==> src/rtl/imem_pkg.sv <==
// imem_pkg: shared definitions for the Y86-64 instruction-memory loader.
//   IMEM_BYTES / IMEM_ADDR_W : instruction store geometry.
//   loader_state_e           : loader FSM states. CSUM exists only when
//                              IMEM_LOADER_CSUM_EN is defined.
//   Y86 icode constants      : upper nibble of the first instruction byte.
package imem_pkg;

   localparam int IMEM_BYTES  = 2048;
   localparam int IMEM_ADDR_W = 11;

   typedef enum logic [2:0] {
      ST_IDLE,
      ST_HDR0,
      ST_HDR1,
      ST_HDR2,
      ST_HDR3,
      ST_DATA,
`ifdef IMEM_LOADER_CSUM_EN
      ST_CSUM,
`endif
      ST_DONE
   } loader_state_e;

   localparam logic [3:0] HALT   = 4'h0;
   localparam logic [3:0] NOP    = 4'h1;
   localparam logic [3:0] RRMOVQ = 4'h2;
   localparam logic [3:0] IRMOVQ = 4'h3;
   localparam logic [3:0] RMMOVQ = 4'h4;
   localparam logic [3:0] MRMOVQ = 4'h5;
   localparam logic [3:0] OPQ    = 4'h6;
   localparam logic [3:0] JXX    = 4'h7;
   localparam logic [3:0] CALL   = 4'h8;
   localparam logic [3:0] RET    = 4'h9;
   localparam logic [3:0] PUSHQ  = 4'hA;
   localparam logic [3:0] POPQ   = 4'hB;

endpackage

==> src/rtl/imem_hdr_parse.sv <==
// imem_hdr_parse: assembles the 4-byte little-endian frame header.
//   clk, reset   : clock, synchronous active-high reset
//   hdr_xfer_i   : a header byte transfers this cycle
//   hdr_idx_i    : which header byte (0,1 = start lo/hi; 2,3 = length lo/hi)
//   hdr_byte_i   : the byte itself
//   start_o      : captured start address
//   len_o        : captured length
//   len_now_o    : length including the byte currently on hdr_byte_i as the
//                  high byte; valid while the last header byte is offered
//   range_err_o  : start + len_now_o exceeds MEM_BYTES (17-bit, no wrap)
module imem_hdr_parse
   import imem_pkg::*;
#(
   parameter int MEM_BYTES = IMEM_BYTES
) (
   input  logic        clk,
   input  logic        reset,
   input  logic        hdr_xfer_i,
   input  logic [1:0]  hdr_idx_i,
   input  logic [7:0]  hdr_byte_i,
   output logic [15:0] start_o,
   output logic [15:0] len_o,
   output logic [15:0] len_now_o,
   output logic        range_err_o
);

   logic [15:0] start_q;
   logic [15:0] len_q;
   logic [16:0] end_addr;

   always_ff @(posedge clk) begin
      if (reset) begin
         start_q <= '0;
         len_q   <= '0;
      end else if (hdr_xfer_i) begin
         unique case (hdr_idx_i)
            2'd0: start_q[7:0]  <= hdr_byte_i;
            2'd1: start_q[15:8] <= hdr_byte_i;
            2'd2: len_q[7:0]    <= hdr_byte_i;
            2'd3: len_q[15:8]   <= hdr_byte_i;
            default: ;
         endcase
      end
   end

   // The loader decides range and zero-length at the HDR3 transfer itself,
   // so the full length is formed from the byte still on the bus.
   assign len_now_o   = {hdr_byte_i, len_q[7:0]};
   assign end_addr    = {1'b0, start_q} + {1'b0, len_now_o};
   assign range_err_o = end_addr > 17'(MEM_BYTES);
   assign start_o     = start_q;
   assign len_o       = len_q;

endmodule

==> src/rtl/imem_loader.sv <==
// imem_loader: framed byte-stream loader driving the instruction store write
// port. Frame = start(16, LE), length(16, LE), payload bytes, and a trailing
// XOR checksum byte when IMEM_LOADER_CSUM_EN is defined.
//   clk, reset         : clock, synchronous active-high reset
//   load_start         : begins a load (IDLE only), clears load_error
//   in_valid/in_byte   : stream input; in_ready says it is accepted
//   wr_en/addr/data    : store write, one cycle after the byte transfer
//   cpu_hold           : high whenever the loader is not IDLE
//   load_done          : one-cycle pulse at frame end
//   load_error         : sticky range / checksum error
//
// state | meaning
// IDLE  | waiting for load_start
// HDR0  | start address low byte
// HDR1  | start address high byte
// HDR2  | length low byte
// HDR3  | length high byte; range check, zero-length shortcut
// DATA  | payload bytes, written while in range, dropped otherwise
// CSUM  | checksum byte (IMEM_LOADER_CSUM_EN only)
// DONE  | load_done pulse, then back to IDLE
module imem_loader
   import imem_pkg::*;
#(
   parameter int MEM_BYTES = IMEM_BYTES,
   parameter int ADDR_W    = IMEM_ADDR_W
) (
   input  logic              clk,
   input  logic              reset,
   input  logic              load_start,
   input  logic              in_valid,
   input  logic [7:0]        in_byte,
   output logic              in_ready,
   output logic              wr_en,
   output logic [ADDR_W-1:0] wr_addr,
   output logic [7:0]        wr_data,
   output logic              cpu_hold,
   output logic              load_done,
   output logic              load_error
);

   loader_state_e     state_q;
   logic [15:0]       offset_q;
   logic              wr_en_q;
   logic [ADDR_W-1:0] wr_addr_q;
   logic [7:0]        wr_data_q;
   logic              load_done_q;
   logic              load_error_q;
`ifdef IMEM_LOADER_CSUM_EN
   logic [7:0]        csum_q;
`endif

   logic        xfer;
   logic        hdr_xfer;
   logic [1:0]  hdr_idx;
   logic [15:0] start;
   logic [15:0] len;
   logic [15:0] len_now;
   logic        range_err;
   logic [16:0] addr17;
   logic        in_range;
   logic        last_byte;

   always_comb begin
      in_ready = 1'b0;
      hdr_idx  = 2'd0;
      unique case (state_q)
         ST_HDR0: begin in_ready = 1'b1; hdr_idx = 2'd0; end
         ST_HDR1: begin in_ready = 1'b1; hdr_idx = 2'd1; end
         ST_HDR2: begin in_ready = 1'b1; hdr_idx = 2'd2; end
         ST_HDR3: begin in_ready = 1'b1; hdr_idx = 2'd3; end
         ST_DATA: in_ready = 1'b1;
`ifdef IMEM_LOADER_CSUM_EN
         ST_CSUM: in_ready = 1'b1;
`endif
         default: ;
      endcase
   end

   assign xfer     = in_valid && in_ready;
   assign hdr_xfer = xfer && (state_q inside {ST_HDR0, ST_HDR1, ST_HDR2, ST_HDR3});

   imem_hdr_parse #(
      .MEM_BYTES (MEM_BYTES)
   ) u_hdr (
      .clk         (clk),
      .reset       (reset),
      .hdr_xfer_i  (hdr_xfer),
      .hdr_idx_i   (hdr_idx),
      .hdr_byte_i  (in_byte),
      .start_o     (start),
      .len_o       (len),
      .len_now_o   (len_now),
      .range_err_o (range_err)
   );

   // 17-bit sum so addresses past the store never alias back into it.
   assign addr17    = {1'b0, start} + {1'b0, offset_q};
   assign in_range  = addr17 < 17'(MEM_BYTES);
   assign last_byte = offset_q == (len - 16'd1);

   always_ff @(posedge clk) begin
      if (reset) begin
         state_q      <= ST_IDLE;
         offset_q     <= '0;
         wr_en_q      <= 1'b0;
         wr_addr_q    <= '0;
         wr_data_q    <= '0;
         load_done_q  <= 1'b0;
         load_error_q <= 1'b0;
`ifdef IMEM_LOADER_CSUM_EN
         csum_q       <= '0;
`endif
      end else begin
         wr_en_q     <= 1'b0;
         load_done_q <= 1'b0;
         unique case (state_q)
            ST_IDLE: begin
               if (load_start) begin
                  state_q      <= ST_HDR0;
                  load_error_q <= 1'b0;
               end
            end
            ST_HDR0: if (xfer) state_q <= ST_HDR1;
            ST_HDR1: if (xfer) state_q <= ST_HDR2;
            ST_HDR2: if (xfer) state_q <= ST_HDR3;
            ST_HDR3: begin
               if (xfer) begin
                  offset_q <= '0;
`ifdef IMEM_LOADER_CSUM_EN
                  csum_q   <= '0;
`endif
                  if (range_err) load_error_q <= 1'b1;
                  if (len_now == 16'd0) begin
`ifdef IMEM_LOADER_CSUM_EN
                     state_q     <= ST_CSUM;
`else
                     state_q     <= ST_DONE;
                     load_done_q <= 1'b1;
`endif
                  end else begin
                     state_q <= ST_DATA;
                  end
               end
            end
            ST_DATA: begin
               if (xfer) begin
                  offset_q <= offset_q + 16'd1;
`ifdef IMEM_LOADER_CSUM_EN
                  csum_q   <= csum_q ^ in_byte;
`endif
                  if (in_range) begin
                     wr_en_q   <= 1'b1;
                     wr_addr_q <= addr17[ADDR_W-1:0];
                     wr_data_q <= in_byte;
                  end
                  if (last_byte) begin
`ifdef IMEM_LOADER_CSUM_EN
                     state_q     <= ST_CSUM;
`else
                     state_q     <= ST_DONE;
                     load_done_q <= 1'b1;
`endif
                  end
               end
            end
`ifdef IMEM_LOADER_CSUM_EN
            ST_CSUM: begin
               if (xfer) begin
                  if (in_byte != csum_q) load_error_q <= 1'b1;
                  state_q     <= ST_DONE;
                  load_done_q <= 1'b1;
               end
            end
`endif
            ST_DONE: state_q <= ST_IDLE;
            default: state_q <= ST_IDLE;
         endcase
      end
   end

   assign wr_en      = wr_en_q;
   assign wr_addr    = wr_addr_q;
   assign wr_data    = wr_data_q;
   assign load_done  = load_done_q;
   assign load_error = load_error_q;
   assign cpu_hold   = state_q != ST_IDLE;

endmodule
==> config.mk <==
export PLATFORM = sky130hd
export DESIGN_NAME = imem_loader
export DESIGN_NICKNAME = d
export VERILOG_FILES = /design/src/rtl/imem_pkg.sv /design/src/rtl/imem_hdr_parse.sv /design/src/rtl/imem_loader.sv
export SDC_FILE = /design/constraint.sdc
export NUM_CORES = 1
export LEC_CHECK = 0
export CAP_MARGIN = 20
export CORE_ASPECT_RATIO = 0.6
export CORE_MARGIN = 1
export CORE_UTILIZATION = 35
export CTS_BUF_LIST = sky130_fd_sc_hd__clkbuf_4 sky130_fd_sc_hd__clkbuf_8 sky130_fd_sc_hd__clkbuf_16
export CTS_CLUSTER_DIAMETER = 200
export CTS_CLUSTER_SIZE = 24
export DETAILED_ROUTE_END_ITERATION = 8
export GPL_TIMING_DRIVEN = 1
export PLACE_DENSITY_LB_ADDON = 0.3
export SLEW_MARGIN = 20
export SYNTH_ARGS = -nofsm -noshare
export SYNTH_HDL_FRONTEND = slang
export SYNTH_SLANG_ARGS = --single-unit
==> constraint.sdc <==
create_clock -name clk -period 3.3 [get_ports clk]
set_input_delay 0.66 -clock clk [delete_from_list [all_inputs] [get_ports clk]]
set_output_delay 0.66 -clock clk [all_outputs]
set_load 0.1 [all_outputs]
Yosys cells after proc, flatten, opt, wreduce, memory -nomap -nowiden. Cells that the tools add are included.

Add/sub/neg operators: 4. Order comparisons: 2. Equal/unequal tests: 17. Mux-type cells: 24. Bitwise logic cells: 2. Reduce and logical (&&, ||, !) cells: 19.

Operators by type and width (count): 16-bit by 16-bit adder with 17-bit output (2); 16-bit two-way mux (2); 16-bit one-hot mux with 2 select lines (1); 3-bit two-way mux (7); 3-bit one-hot mux with 6 select lines (1); 17-bit by 12-bit greater-than comparator with 1-bit output (second input constant) (1); 17-bit by 12-bit < comparator with 1-bit output (second input constant) (1); 16-bit by 1-bit adder with 16-bit output (second input constant) (1); 16-bit equality test (1); 16-bit zero test (1); 2-bit inequality test (second input constant) (8); 16-bit by 1-bit subtractor with 16-bit output (second input constant) (1); 1-bit two-way mux (9); 2-bit AND reduction (4); 7-bit AND reduction (1); 3-bit by 2-bit equality test with 1-bit output (second input constant) (2); 3-bit equality test (second input constant) (2); 2-bit one-hot mux with 3 select lines (1); 3-bit AND reduction (2); 5-bit OR reduction (1); 2-bit equality test (second input constant) (2); 1-bit one-hot mux with 2 select lines (2); 4-bit AND reduction (1); 2-bit nonzero test (2); 10 further kinds (12).

Register bits: 73. Output and inout bits: 24. Logic and storage cells: 79.

Depth between registers and ports, before layout.
Depth after elaboration: 6. Gate-level depth with buffers: 12. Mapped depth without buffers: 10.

Modules after synthesis. Synthesis repeated with hierarchy kept, for this count alone.

Cell total of the unflattened synthesis: 627. Area total of the unflattened synthesis: 5178.7 µm².

By module, submodules not included: imem_loader (instances 1, cells an instance 403, area an instance 3139.3 µm²); imem_hdr_parse (instances 1, cells an instance 224, area an instance 2039.5 µm²).

Worst setup path after synthesis. No wires, ideal clock.

Kind: reg-to-output. From: register state_q[1]. To: output in_ready. Arrival: 2.186 ns. Setup slack: 0.454 ns. Cell stages (with the launch flop): 4. Path buffers: 1. Cell sequence: dfxtp_1 -> clkbuf_1 -> nor3_1 -> a21oi_1.

Cells in the longest elaborated chain, start to end: 3. Elaborated cells on any way between the ends: 7.

Ends and longest elaborated chain: start, declared (line imem_loader.sv:41) `loader_state_e state_q;`; start signal, assigned (line imem_loader.sv:103) `state_q <= ST_IDLE;`; start signal, assigned (line imem_loader.sv:119) `state_q <= ST_HDR0;`; start signal, assigned (line imem_loader.sv:123) `ST_HDR0: if (xfer) state_q <= ST_HDR1;`; 3-bit by 1-bit equality test with 1-bit output (tied with other cells) (line imem_loader.sv:66) `unique case (state_q)`; 5-bit OR reduction (no source line) *; 1-bit two-way mux * (line imem_loader.sv:66); end, declared (line imem_loader.sv:32) `output logic in_ready,`.

Every way passes the cells marked *; elsewhere a longest branch is shown, timed or not.

Worst setup path after layout.
From: register u_hdr.start_q[6] (netlist: u_hdr.start_o[6]). To: register wr_addr_q[1] (netlist: wr_addr[1]).

Cells in the longest elaborated chain, start to end: 3.

Ends and longest elaborated chain: start, declared (line imem_hdr_parse.sv:27) `logic [15:0] start_q;`; start signal, assigned (line imem_hdr_parse.sv:37) `2'd0: start_q[7:0] <= hdr_byte_i;`; 16-bit by 16-bit adder with 17-bit output (line imem_loader.sv:97) `assign addr17 = {1'b0, start} + {1'b0, offset_q};`; 17-bit by 12-bit < comparator with 1-bit output (line imem_loader.sv:98) `assign in_range = addr17 < 17'(MEM_BYTES);`; 3-bit AND reduction (no source line); end signal, assigned (line imem_loader.sv:153) `wr_addr_q <= addr17[ADDR_W-1:0];`; end, declared (line imem_loader.sv:44) `logic [ADDR_W-1:0] wr_addr_q;`.

No other way between the ends. A chain may end at the register's enable or synchronous reset.

==> out/metrics.yaml <==
floorplan:
  die_h_um: 95.54
  die_area_um2: 15080
  core-area_um2: 13960
  initial_core_util_pct: 36.57
  fp-row-count: 33
  die_w_um: 157.9
  io-pin-count: 36
clocking:
  htreeDepth: 3
  cts_sinks: 73
  cts_root_buf: "clkbuf_16"
  post-cts-setup-buffers: 0
  cts_tree: "done"
  clk_pin_slew_ps: 60
  numCtsBuffers: 9
  clock_latency_ps: 350
  clk_path_buf_depth: 2
  hold_buffers: 0
  cts_resized: 0
logic_synthesis:
  ys_ff_latch: 73
  synth_nets: 691
  ys.flop_type: "dfxtp_1"
  synth_cells: 643
  postSynthAreaPerCell_um2: 7.937
  syn_area_um2: 5104
  yosysTopAreaCell: "dfxtp_1"
  synth_top_area_share_pct: 28.63
  synth-edff-count: 0
  synthArstFlopShare_pct: 0
  yosys.cell_types.count: 65
  ys_seq_area_share_pct: 28.63
  yosysWarnings: 0
  synthTopCellsByArea: "dfxtp_1 (29%), ha_1 (8.3%), nand2_1 (6.7%), a21oi_1 (6.4%), xor2_1 (3.6%)"
routing:
  drc: 0
  wl_per_cell_um: 18.28
  drt-pass1-iter-count: 6
  via_per_inst: 5.684
  detail-route-antenna-nets: 0
  drtIter0Drc: 492
  num_vias: 5008
  routed_wl_um: 16100
power_and_ir_drop:
  power.total_uw: 2152
  p_leak_uw: 0.002444
  p_per_area_nw_per_um2: 358.7
  max-vdd-ir-drop_mv: 0.2338
placed_design:
  dp_hpwl_um: 12300
  port_buffers: 35
  gp_congestion: 1.001
  placed_cells: 865
setup_path:
  cp.arrival_ps: 3360
  critPathRequiredTime_ps: 3530
  path_max_fanout: 19
  crit_type: "flip-flop to flip-flop"
  setup.worst_path.end_class: "flip-flop"
  start_kind: "flip-flop"
  rr_worst_depth: 9
finish:
  fin_cells: 881
  nets: 732
  antenna_cells: 0
  fin_util_pct: 42.98
  area_growth_pct: 17.53
  drive_gt1_share_pct: 12.34
  fillCellCount: 1407
global_route:
  grt_overflow: 0
  grt_max_degree: 54
  grt_pass1_wl_um: 25360
  grt_pass1_vias: 4634
  grt.total_usage_pct: 22.54
  antenna_found_initial: 0
sta:
  hold_ws_ps: 471.2
  rsz0062_at_grt: "no"
  final_max_slew_viol_count: 0
  skew_ps: 8.328
  setup_violations: 0
  tns_ps: 0
  finalCritPeriodShare_pct: 94.61
  min_period_ps: 3122
  worstMarginPinSlew_ps: 842.4
  hold_viol: 0
  clock.fmax_mhz: 320.3
  slew_headroom_pct: 43.84
hold_path:
  hold_depth: 2
  min_path_type: "flip-flop to flip-flop"
flow_run:
  drv_cap: 0
status:
  status: "completed"
layout by cell type, fill, tap and decap left out, types with 4 or more instances in the layout:
cell type	instances
mux2_2	8
nor3_1	19
clkbuf_16	9
o31ai_1	4
xor2_1	21
nand2b_1	27
nor4_1	8
and3_1	9
o21ai_0	26
inv_1	19
nand3_1	10
nand4_1	6
o21a_1	5
a21oi_1	65
dfxtp_1	72
buf_4	43
a211oi_1	10
ha_1	34
clkdlybuf4s50_1	10
nor2b_1	14
a211o_1	4
nand2_1	91
nor2_1	46
a31oi_1	6
a21boi_0	4
xnor2_1	16
and2_1	5
or3_1	10
a21o_1	6
mux2i_1	18
area by class of cell:
type / count / area, µm² / area share (%)
multi-input cells: 526 / 3465 / 57.76
flip-flops and latches: 73 / 1463 / 24.38
repair buffers: 55 / 447.9 / 7.468
clock buffers: 12 / 260.3 / 4.339
well taps: 192 / 240.2 / 4.005
inverters: 19 / 71.32 / 1.189
clock inverters: 4 / 51.30 / 0.8552
per-stage QoR:
stage,area (µm²),setup WS [ps]
after floorplan,5104,454.1
after global placement,5683,165.3
after detailed placement,5683,66.99
after CTS,5995,78.25
after global routing,5998,29.33
final,5998,177.8
flip-flops by register name, indices dropped and copies added (netlist names):
| signal | cells |
|---|---|
| offset_q | 16 |
| wr_addr | 11 |
| wr_data | 8 |
| state_q | 3 |
| u_hdr.len_o | 16 |
| load_error | 1 |
| wr_en | 1 |
| load_done | 1 |
| u_hdr.start_o | 16 |
where the power goes:
| part | internal, µW | leakage [µW] | switching, µW |
|---|---|---|---|
| Clock | 635 | 0.000152 | 401 |
| Combinational | 74.3 | 0.00170 | 136 |
| Sequential | 889 | 0.000589 | 15.0 |
| Total | 1600 | 0.00244 | 553 |
cells by family (layout without fill, tap and decap cells):
group                    count (synthesis)  in the layout  synth area share (%)
AND/OR/NAND/NOR                        263            263                 25.82
AO/OA/AOI/OAI                          163            163                 20.79
flip-flops                              73             73                 28.63
buffers and inverters                   44             90                 3.702
XOR/XNOR                                37             37                 6.350
adder cells (fa/ha/maj)                 36             36                 9.120
multiplexers                            27             27                 5.590
critical path, stage by stage (launching register included):
cell	delay, ps
dfxtp_1	430
ha_1	300
a21o_1	210
or3_4	330
o211a_4	260
a211o_2	340
a211o_1	350
nor4_4	210
buf_12	210
mux2_2	350
metal layers:
metal	GRT usage [%]	vias to the layer above	routed length, µm
met2	31.64	258	6368
met3	6.182	26	1867
met1	33.31	2342	7634
met5	0	-	0
li1	-	2382	-
met4	5.259	0	233
cell usage after synthesis (all sizes together) (4+ instances only):
cell,count
a2111oi,4
a211o,5
a211oi,10
a21boi,4
a21o,6
a21oi,65
a31oi,6
and2,7
and3,9
clkbuf,23
dfxtp,73
ha,34
inv,19
mux2,9
mux2i,18
nand2,91
nand2b,27
nand3,10
nand4,6
nor2,46
nor2b,15
nor3,19
nor4,10
o21a,5
o21ai,26
o31ai,4
or3,11
xnor2,16
xor2,21
worst paths after layout:
check                    from    endpoint  slack (ps)
max          u_hdr.start_o[6]  wr_addr[1]         180
min                wr_addr[0]  wr_addr[0]         470
max reg2reg  u_hdr.start_o[6]  wr_addr[1]         180
min reg2reg        wr_addr[0]  wr_addr[0]         470
(Power assumes the default switching activity.)
